### config.mk
export PLATFORM = sky130hd
export DESIGN_NAME = axi_mem_rsp
export DESIGN_NICKNAME = d
export VERILOG_FILES = /design/src/rtl/axi_mem_rsp.sv
export SDC_FILE = /design/constraint.sdc
export NUM_CORES = 1
export LEC_CHECK = 0
export ABC_AREA = 1
export BUFFER_PORTS_ARGS = -buffer_cell sky130_fd_sc_hd__buf_2
export CORE_ASPECT_RATIO = 1.75
export CORE_UTILIZATION = 50
export CTS_CLUSTER_DIAMETER = 30
export DETAILED_ROUTE_END_ITERATION = 6
export MAX_ROUTING_LAYER = met4
export PLACE_DENSITY = 0.73
export SYNTH_ARGS = -nofsm -noshare
export SYNTH_HDL_FRONTEND = slang
export SYNTH_SLANG_ARGS = --single-unit
export TNS_END_PERCENT = 10
### constraint.sdc
create_clock -name clk -period 5.7 [get_ports clk]
set_clock_uncertainty 0.2 [all_clocks]
set_input_delay 0.57 -clock clk [delete_from_list [all_inputs] [get_ports clk]]
set_output_delay 0.57 -clock clk [all_outputs]
set_load 0.005 [all_outputs]
### src/rtl/axi_mem_rsp.sv
// AXI4 read-burst responder (FIXED/INCR/WRAP) over a memory with one cycle of read latency.
// Optional AXI_RSP_LAT_EN: inserts FIRST_LAT wait cycles (WAIT state) before the first beat.
module axi_mem_rsp #(
    parameter logic [31:0] BASE      = 32'h8000_0000,
    parameter int          FIRST_LAT = 4
) (
    input  logic        clk,
    input  logic        rst,
    input  logic [31:0] araddr,
    input  logic        arvalid,
    input  logic [1:0]  arburst,
    input  logic [7:0]  arlen,
    input  logic [2:0]  arsize,
    output logic        arready,
    output logic [63:0] rdata,
    output logic [1:0]  rresp,
    output logic        rvalid,
    output logic        rlast,
    input  logic        rready,
    output logic        mem_ren,
    output logic [31:0] mem_addr,
    input  logic [63:0] mem_rdata
);
    typedef enum logic [1:0] {IDLE, WAIT, STREAM} state_t;
    state_t state;

    logic [31:0] addr_p0;
    logic [31:0] start_addr, wrap_mask, step;
    logic [31:0] next_addr, size_mask, wrap_m;
    logic [1:0]  burst;
    logic [7:0]  len;
    logic        err, ar_err;
    logic [8:0]  issue_cnt;
    logic [7:0]  beat_cnt;
    logic        vld_p1;
    logic [63:0] buf_data [2];
    logic        buf_wr, buf_rd;
    logic [1:0]  buf_cnt;
    logic        ar_hs, r_hs, push, pop_buf;
`ifdef AXI_RSP_LAT_EN
    logic [15:0] lat_cnt;
`endif

    // Request decode: legality check and wrap window for the incoming burst.
    always_comb begin
        size_mask = (32'd1 << arsize) - 32'd1;
        wrap_m    = (({24'd0, arlen} + 32'd1) << arsize) - 32'd1;
        ar_err    = (arburst == 2'b11) || (arsize > 3'd3) || (araddr < BASE)
                 || (arburst == 2'b10 && !(arlen inside {8'd1, 8'd3, 8'd7, 8'd15}))
                 || (arburst != 2'b00 && (araddr & size_mask) != 32'd0);
    end

    always_comb begin
        case (burst)
            2'b01:   next_addr = addr_p0 + step;
            2'b10:   next_addr = (start_addr & ~wrap_mask) | ((addr_p0 + step) & wrap_mask);
            default: next_addr = addr_p0;
        endcase
    end

    assign arready  = rst && (state == IDLE);
    assign ar_hs    = arvalid && (state == IDLE);
    // A read may only be issued when the buffer can absorb it even if nothing drains.
    assign mem_ren  = (state == STREAM) && !err && (issue_cnt <= {1'b0, len})
                   && (({1'b0, buf_cnt} + {2'b00, vld_p1}) < 3'd2);
    assign mem_addr = mem_ren ? {addr_p0[31:3], 3'b000} : 32'd0;

    // Output stage: buffer head first, else memory data bypassed straight through.
    always_comb begin
        rvalid = 1'b0;
        rdata  = 64'd0;
        rresp  = 2'b00;
        if (state == STREAM) begin
            if (err) begin
                rvalid = 1'b1;
                rresp  = 2'b10;
            end else if (buf_cnt != 2'd0) begin
                rvalid = 1'b1;
                rdata  = buf_data[buf_rd];
            end else if (vld_p1) begin
                rvalid = 1'b1;
                rdata  = mem_rdata;
            end
        end
        rlast = rvalid && (beat_cnt == len);
    end

    assign r_hs    = rvalid && rready;
    assign pop_buf = r_hs && (buf_cnt != 2'd0);
    assign push    = vld_p1 && !(buf_cnt == 2'd0 && rready);

    always_ff @(posedge clk or negedge rst) begin
        if (!rst) begin
            state     <= IDLE;
            err       <= 1'b0;
            vld_p1    <= 1'b0;
            buf_cnt   <= 2'd0;
            buf_wr    <= 1'b0;
            buf_rd    <= 1'b0;
            issue_cnt <= 9'd0;
            beat_cnt  <= 8'd0;
`ifdef AXI_RSP_LAT_EN
            lat_cnt   <= 16'd0;
`endif
        end else begin
            vld_p1  <= mem_ren;
            buf_cnt <= buf_cnt + {1'b0, push} - {1'b0, pop_buf};
            if (push)    buf_wr <= ~buf_wr;
            if (pop_buf) buf_rd <= ~buf_rd;
            if (mem_ren) issue_cnt <= issue_cnt + 9'd1;
            case (state)
                IDLE: begin
                    if (ar_hs) begin
                        err       <= ar_err;
                        issue_cnt <= 9'd0;
                        beat_cnt  <= 8'd0;
`ifdef AXI_RSP_LAT_EN
                        if (FIRST_LAT == 0) begin
                            state <= STREAM;
                        end else begin
                            state   <= WAIT;
                            lat_cnt <= 16'(FIRST_LAT - 1);
                        end
`else
                        state <= STREAM;
`endif
                    end
                end
                WAIT: begin
`ifdef AXI_RSP_LAT_EN
                    if (lat_cnt == 16'd0) state <= STREAM;
                    else                  lat_cnt <= lat_cnt - 16'd1;
`else
                    state <= IDLE;
`endif
                end
                STREAM: begin
                    if (r_hs) begin
                        beat_cnt <= beat_cnt + 8'd1;
                        if (rlast) state <= IDLE;
                    end
                end
                default: state <= IDLE;
            endcase
        end
    end

    // Burst descriptor and read-data buffer; contents are don't-care until qualified.
    always_ff @(posedge clk) begin
        if (ar_hs) begin
            addr_p0    <= araddr;
            start_addr <= araddr;
            wrap_mask  <= wrap_m;
            step       <= 32'd1 << arsize;
            burst      <= arburst;
            len        <= arlen;
        end else if (mem_ren) begin
            addr_p0 <= next_addr;
        end
        if (push) buf_data[buf_wr] <= mem_rdata;
    end
endmodule

; ---- Word-level counts from Yosys, hierarchy flattened
; Memories as Yosys holds them, arrays and structs flattened.
; Cells that the tools add are included.
[classes]
n_addsub = 9
order_cmp = 4
n_eq_ne = 13
n_shift = 2
n_mux = 26
n_bitwise = 7
n_reduce_logical = 32
[op_table]
columns = cell, count
row1 = $mux W64, 4
row2 = $and A32 B32 Y32, 3
row3 = $mux W32, 3
row4 = $pmux W32 S2, 1
row5 = $sub A32 B1 Y32 const B, 2
row6 = $add A32 B32 Y32, 1
row7 = $lt A32 B32 Y1 const B, 1
row8 = $not A32 Y32, 1
row9 = $or A32 B32 Y32, 1
row10 = $reduce_bool A32 Y1, 1
row11 = $shl A1 B3 Y32 const A, 1
row12 = $shl A9 B3 Y32, 1
row13 = $mux W9, 3
row14 = $mux W8, 2
row15 = $pmux W8 S2, 1
row16 = $logic_and A1 B1 Y1, 12
row17 = $mux W2, 5
row18 = $add A8 B1 Y9 const B, 1
row19 = $add A9 B1 Y9 const B, 1
row20 = $le A9 B8 Y1, 1
row21 = $add A8 B1 Y8 const B, 1
row22 = $eq A2 B2 Y1 const B, 4
row23 = $eq A8 B1 Y1 const B, 1
row24 = $eq A8 B2 Y1 const B, 1
row25 = 21 further kinds, 40
[totals]
regBits = 163
ramBits = 128
out_inout_bits = 102
elab_cells = 108
mem_count = 1
[mem_list]
columns = name, depth, word_bits, rd, rd_ports_with_merged_regs, write_ports, line
row1 = buf_data, 2, 64, 1, 0, 1, 36  ; logic [63:0] buf_data [2];

; ---- Depth between registers and ports, before layout
; Gate-level depths: netlist of the first run.
[depth]
ltp_word = 8
mapped_depth = 16

; ---- Least setup slack after synthesis of the first run
; OpenSTA, ideal clock, no wires.
[synth_path]
path_type = register to register
startpoint = reg len[2]
endpoint = reg addr_p0[0] (enable)
setup_time_ns = 0.466
arrival_time_ns = 3.687
required_time_ns = 5.034
path_slack_ns = 1.347
path_stages_with_launch = 11
n_path_buf = 1
period_less_slack_ns = 4.353
cell_sequence = edfxtp_1 inv_1 ha_1 a21oi_1 o21ai_0 a21oi_1 o21ai_0 nand2_1 nand2_1 clkbuf_1 o21ai_0
[synth_between]
elab_chain_cells = 5
[synth_rtl]
columns = element, line
row1 = from (decl), 31  ; logic [7:0] len;
row2 = from (signal assigned), 156  ; len <= arlen;
row3 = $le A9 B8 Y1, 64  ; assign mem_ren = (state == STREAM) && !err && (issue_cnt <= {1'b0, len})
row4 = $logic_and A1 B1 Y1, 64
row5 = $logic_and A1 B1 Y1, 65  ; && (({1'b0, buf_cnt} + {2'b00, vld_p1}) < 3'd2);
row6 = $reduce_bool A2 Y1 (no source line), --
row7 = $reduce_and A2 Y1 (no source line), --
row8 = to (signal assigned), 151  ; addr_p0 <= araddr;
row9 = to (signal assigned), 158  ; addr_p0 <= next_addr;
row10 = to (decl), 27  ; logic [31:0] addr_p0;
; No other way between the ends.
; A chain may end at the register's enable or synchronous reset.

; ---- Final worst setup path of the first run
[layout_path]
startpoint = reg buf_cnt[0]
endpoint = out rdata[30]
[layout_between]
elab_chain_cells = 4
[layout_rtl]
columns = element, line
row1 = from (decl), 38  ; logic [1:0] buf_cnt;
row2 = from (signal assigned), 107  ; buf_cnt <= buf_cnt + {1'b0, push} - {1'b0, pop_buf};
row3 = $reduce_bool A2 Y1, 77  ; end else if (buf_cnt != 2'd0) begin
row4 = $mux W64, 77
row5 = $mux W64, 74  ; if (err) begin
row6 = $mux W64, 73  ; if (state == STREAM) begin
row7 = to (decl), 15  ; output logic [63:0] rdata,
; No other way between the ends.

==> flow_summary.ini, run 1 <==
[sta]
setup_viol_count_final = 0
hold_viol_final = 0
period_share = 0.663
rsz0062_at_grt = false
worst_pin_slew_ns = 0.949
summed_negative_setup_slack_over_all_endpoints_ns = 0
layout_min_cycle_time_ns = 3.78
maxSlewHeadroom = 0.368
post-route-worst-setup-slack_ns = 1.92
timing_max_transition_violations_final = 0
clock.fmax_ghz = 0.265

[grt]
grt_usage = 0.256
grt.overflow.total = 0
grt_pass1_wl_um = 55300
first_global_vias = 11000
antenna_found_initial = 1
grt_start_max_net_pins = 99

[floorplanning]
fp-row-count = 80
floorplan.die_area_mm2 = 0.0287
io_pins = 215
coreArea_mm2 = 0.0274
dieWidth_um = 129
starting_density_of_the_core = 0.511
die_height_um = 224

[setup_path]
cp_data_arrival_time_ns = 3.01
critPathCaptureType = primary output
crit_chain = nor2_4, buf_4, nor3_1, a31oi_1, nor2_1, buf_2
worst-path-buf-inv = 2
cp_max_stage_delay_ns = 0.83
worst-r2r-cell-count = 11
timing.critical_path.required_ns = 4.93
ff2ff_setup_slack_ns = 2.37
critPathTopFamily = buffers and inverters
criticalPathCategory = reg2out
critical_path.max_fanout = 98
worst_setup_path_start_kind = flop
crit-reg2reg-capture = addr_p0[4]
timing.critical_path.slowest_stage_cell = buf_4
critical_path.reg2reg.startpoint = len[2]
crit_cells = 6

[clock_network]
cts_resized = 0
clock_latency_ns = 0.53
path_clk_slew_ns = 0.06
cts_root_buf = clkbuf_16
clock_path_buffers = 3
numCtsBuffers = 35
cts_setup_buffers = 0
cts.hold.buffers_added = 1
tritoncts_clock_tree = yes
cts-htree-levels = 2
clock_sink_count = 265

[logic_synthesis]
yosysSeqAreaShare = 0.559
post_synth_num_cell_types = 56
yosysWarningCount = 0
post_synth.cell_area_avg_um2 = 9.11
proportion_of_synthesized_flip_flops_having_asynchronous_set_or_reset = 0.0906
ys_ff_latch = 265
synth_top_flop_cell = edfxtp_1
synthesis.instances = 1540
yosys-top-cells-area = edfxtp_1 (52%), nor2_1 (9.0%), nand2_1 (6.2%), dfrtp_1 (4.3%), inv_1 (3.9%)
netlist.top_cell.by_area = edfxtp_1
synthDominantCellAreaShare = 0.516
syn_area_mm2 = 0.0140
synth_edf_count = 241

[hold_path]
hold-path-endpoint = start_addr[13]
hold_path_depth = 1
min_delay_path_class = in2reg
timing.hold.worst.start = araddr[13]

[detailed_routing]
drtAntennaViolNets = 0
drc = 0
wl_per_cell_um = 16.8
total_vias_in_the_final_route = 11600
route.detailed.vias_per_inst = 5.46
first_pass_iters = 5
finalWirelength_um = 35800
drtIter0Drc = 757

[final_layout]
final_core_utilization = 0.602
register_area_mm2 = 0.00784
post_layout_nonfiller_instances = 2132
multi_input_comb_area_mm2 = 0.00534
synthToLayoutAreaGrowth_pct = 17.7
final_layout_size_suffix_gt1_frac = 0.201
net_count_final = 1877
fillerInstances = 2495

[pwr]
ir_drop_uv = 279
leakage_nw = 7.10
power.density_mw_per_mm2 = 421

[outcome]
status = complete, no violations

[place]
dp_slack_ns = 2.34
numPortBuffers = 210
gpl.final_weighted_congestion = 0.946
placed_cells_incl_taps = 2068
post-dp-hpwl_um = 25200

[flow_run]
cap_viol_max_count = 0
==> state kept, by name, summed over array words and instances (netlist names) <==
name	count
step	8
len	8
buf_data	128
vld_p1	1
addr_p0	32
buf_rd	1
err	1
wrap_mask	31
state	1
beat_cnt	8
buf_cnt	2
start_addr	32
burst	2
buf_wr	1
issue_cnt	9
==> metal layers <==
metal | up-vias | routed length, um | GRT usage
met5 | - | 0 | -
met4 | 0 | 1660 | 0.129
met3 | 106 | 1790 | 0.0344
met2 | 436 | 19100 | 0.458
met1 | 5450 | 13200 | 0.272
li1 | 5642 | - | -
==> placed cells by master (no fill, tap or decap), drive strengths merged, types with 2 or more instances in the layout <==
cell	instances
nor2	347
o21ai	54
clkinvlp	2
buf	224
inv	162
or2	15
nand2	255
xnor2	7
ha	26
nor3	89
xor2	17
o211ai	7
clkinv	9
edfxtp	241
a211oi	2
o311ai	2
dfrtp	24
o31ai	5
o22ai	2
a31oi	64
nand3	82
bufinv	2
a21oi	42
o2111ai	2
conb	4
nand3b	2
nand4	17
clkbuf	38
nor4	4
==> kinds of logic after synthesis <==
logic type | share of synthesized area
xor gates and xnor gates | 0.0150
other | 0.000267
AOI/OAI and AO/OA | 0.0788
buffers and inverters | 0.0626
adders and majority gates | 0.0246
and+or+nand+nor | 0.260
DFF | 0.559
==> cells in the mapped netlist, drive strengths merged (2+ instances only) <==
cell and instances:
clkbuf 52, o211ai 7, nor2 347, o21ai 54, xnor2 7, o31ai 5
clkinv 2, ha 26, a211oi 2, edfxtp 241, or2 15, nand3b 2
o311ai 2, a31oi 64, o2111ai 2, nor3 89, buf 16, nand4 17
o22ai 2, a21oi 42, nor4 4, xor2 17, nand3 82, inv 149
dfrtp 24, nand2 255
==> worst register-to-register path, stage by stage, from the launching register on <==
cell	delay, ns
edfxtp_1	0.41
inv_1	0.11
ha_1	0.25
a21oi_1	0.14
o21ai_0	0.11
a21oi_1	0.13
o21ai_0	0.08
nand2_1	0.06
nand2_1	0.05
buf_4	0.28
o21ai_2	0.73
buf_4	0.45
==> power by group <==
part	internal, mW	leakage (nW)	switching [mW]
logic	0.725	4.07	1.45
registers	2.48	2.48	0.158
clock network	1.25	0.548	0.881
==> final cells by class <==
type,count,share of cell area
tap,369,0.0280
inverter,151,0.0349
timing repair buffer,225,0.0706
sequential,265,0.475
antenna,1,0.000152
clock buffer,38,0.0537
clock inverter,24,0.0140
multi-input combinational,1059,0.324
==> stage by stage <==
step | hold WS (ns) | power, mW | area [um2]
finish | 0.0259 | 6.94 | 16500
global route | 0.0255 | 7.34 | 16500
CTS | 0.0170 | 6.99 | 16500
detailed placement | 0.344 | 4.85 | 15400
global placement | 0.332 | 4.78 | 15400
floorplan | 0.0744 | 4.20 | 14000
==> worst max-delay path by stage <==
stage / startpoint / end / slack, ns
final: buf_cnt[0] / rdata[30] / 1.92
after global placement: len[6] / addr_p0[26] / 2.39
after CTS: buf_cnt[0] / rdata[30] / 1.91
after detailed placement: len[2] / addr_p0[27] / 2.34
after floorplan: len[2] / addr_p0[0] / 1.35
after global routing: buf_cnt[0] / rdata[51] / 1.68
(Power assumes the default switching activity.)
==> inputs of run 2 (changes only) <==
Clock period 5.7 ns to 3.55 ns, I/O delays scaled along.
==> run 2 against run 1 <==
  * Non-clock buffer count increased by 112
  * Combinational power increased by 67%
  * Global-route usage increased by 0.87 points
==> flow_summary.ini, run 2 (synthesized netlist as in run 1, its figures left out) <==
[outcome]
status = complete, no violations

[setup_path]
timing.critical_path.required_ns = 2.99
critical_path.reg2reg.startpoint = len[2]
cp_data_arrival_time_ns = 2.61
worst-path-buf-inv = 3
critical_path.max_fanout = 22
timing.critical_path.mode_cell = nand2_1
worst_setup_path_startpoint = issue_cnt[2]
timing.critical_path.slowest_stage_cell = dfrtp_1
worst-r2r-cell-count = 11
critPathCaptureType = primary output
crit-reg2reg-capture = addr_p0[14]
crit_cells = 10
setup.worst_path.end = mem_ren
criticalPathCategory = reg2out
critPathTopFamily = buffers and inverters
ff2ff_setup_slack_ns = 0.81
worst_setup_path_start_kind = flop
cp_max_stage_delay_ns = 0.41
crit_chain = ha_1, nand2_1, o21ai_0, a21oi_1, o21ai_0, nand2_1, nand2_1, buf_4, inv_1, buf_2

[place]
dp_slack_ns = 0.688
numPortBuffers = 210
post_place_cell_area_mm2 = 0.0155
placed_cells_incl_taps = 2073
post-dp-hpwl_um = 25400
gpl.final_weighted_congestion = 0.931

[detailed_routing]
drtAntennaViolNets = 0
met1_wirelength_um = 13700
first_pass_iters = 5
finalWirelength_um = 36900
wl_per_cell_um = 16.4
top_signal_layer_used = met4
met2RoutedLength_um = 19500
drc = 0
drtIter0Drc = 739
route.met3.wl_um = 1730
route.detailed.vias_per_inst = 5.35
total_vias_in_the_final_route = 12000

[grt]
grt_pass1_wl_um = 58200
first_global_vias = 12100
grt_usage = 0.265
grt.overflow.total = 0
grt_start_max_net_pins = 103
antenna_found_initial = 1

[final_layout]
post_layout_nonfiller_instances = 2246
multi_input_comb_area_mm2 = 0.00534
register_area_mm2 = 0.00784
top_register = buf_data
layout_commonest_cell = nor2_1
layout.cells.most_common_list = nor2_1 (334), edfxtp_1 (241), nand2_1 (233), buf_2 (210), inv_1 (145)
net_count_final = 1989
fillerInstances = 2259
synthToLayoutAreaGrowth_pct = 26.5
fin_area_mm2 = 0.0177
biggestRegsByFlops = buf_data x128, addr_p0 x32, start_addr x32
largest_register_ffs = 128
final_layout_size_suffix_gt1_frac = 0.194
final_core_utilization = 0.647

[sta]
worst_pin_slew_ns = 0.787
timing_max_transition_violations_final = 0
setup_viol_count_final = 0
maxSlewHeadroom = 0.476
rsz0062_at_grt = false
period_share = 0.892
post-route-worst-setup-slack_ns = 0.382
holdWs_ns = 0.158
layout_min_cycle_time_ns = 3.17
summed_negative_setup_slack_over_all_endpoints_ns = 0
hold_viol_final = 0
clock.fmax_ghz = 0.316

[flow_run]
cap_viol_max_count = 0

[clock_network]
clock_latency_ns = 0.52
tritoncts_clock_tree = yes
cts_root_buf = clkbuf_16
path_clk_slew_ns = 0.06
cts-htree-levels = 2
numCtsBuffers = 35
clock_path_buffers = 3
clock_sink_count = 265

[floorplanning]
fp-row-count = 80
io_pins = 215
dieWidth_um = 129
floorplan.die_area_mm2 = 0.0287
starting_density_of_the_core = 0.511
die_height_um = 224
coreArea_mm2 = 0.0274

[pwr]
fin_total_pwr_mw = 11.4
ir_drop_uv = 392
power.density_mw_per_mm2 = 642
leakage_nw = 7.61

[hold_path]
min_delay_path_class = in2async
## run 2: how the worst min path moves through the flow
stage                        endpoint      start
after detailed placement  beat_cnt[4]        rst
after global placement            err        rst
after CTS                     step[1]  arsize[2]
after global routing           buf_wr        rst
final                     beat_cnt[6]        rst
after floorplan           beat_cnt[0]        rst
## run 2: routing by layer
| layer | vias up | track usage |
|---|---|---|
| met5 | - | - |
| met4 | 0 | 0.140 |
| met3 | 133 | 0.0356 |
| met2 | 377 | 0.478 |
| met1 | 5636 | 0.275 |
| li1 | 5864 | - |
## run 2: layout make-up
class	instances	area share
inverter	151	0.0324
antenna	1	0.000141
clock inverter	26	0.0158
clock buffer	38	0.0512
sequential	265	0.442
multi-input combinational	1059	0.301
tap	369	0.0260
timing repair buffer	337	0.131
## run 2: timing repair
action,in CTS,in global routing
hold endpoints to repair,217,0
setup endpoints to repair,0,0
gates resized for setup,0,0
setup buffers,0,0
hold buffers,108,0
## run 2: report_power, final
group / switching (mW) / internal (mW) / total [mW]
clock: 1.38 / 2.13 / 3.51
sequential: 0.259 / 3.97 / 4.23
combinational: 2.37 / 1.29 / 3.65
total: 4.01 / 7.39 / 11.4
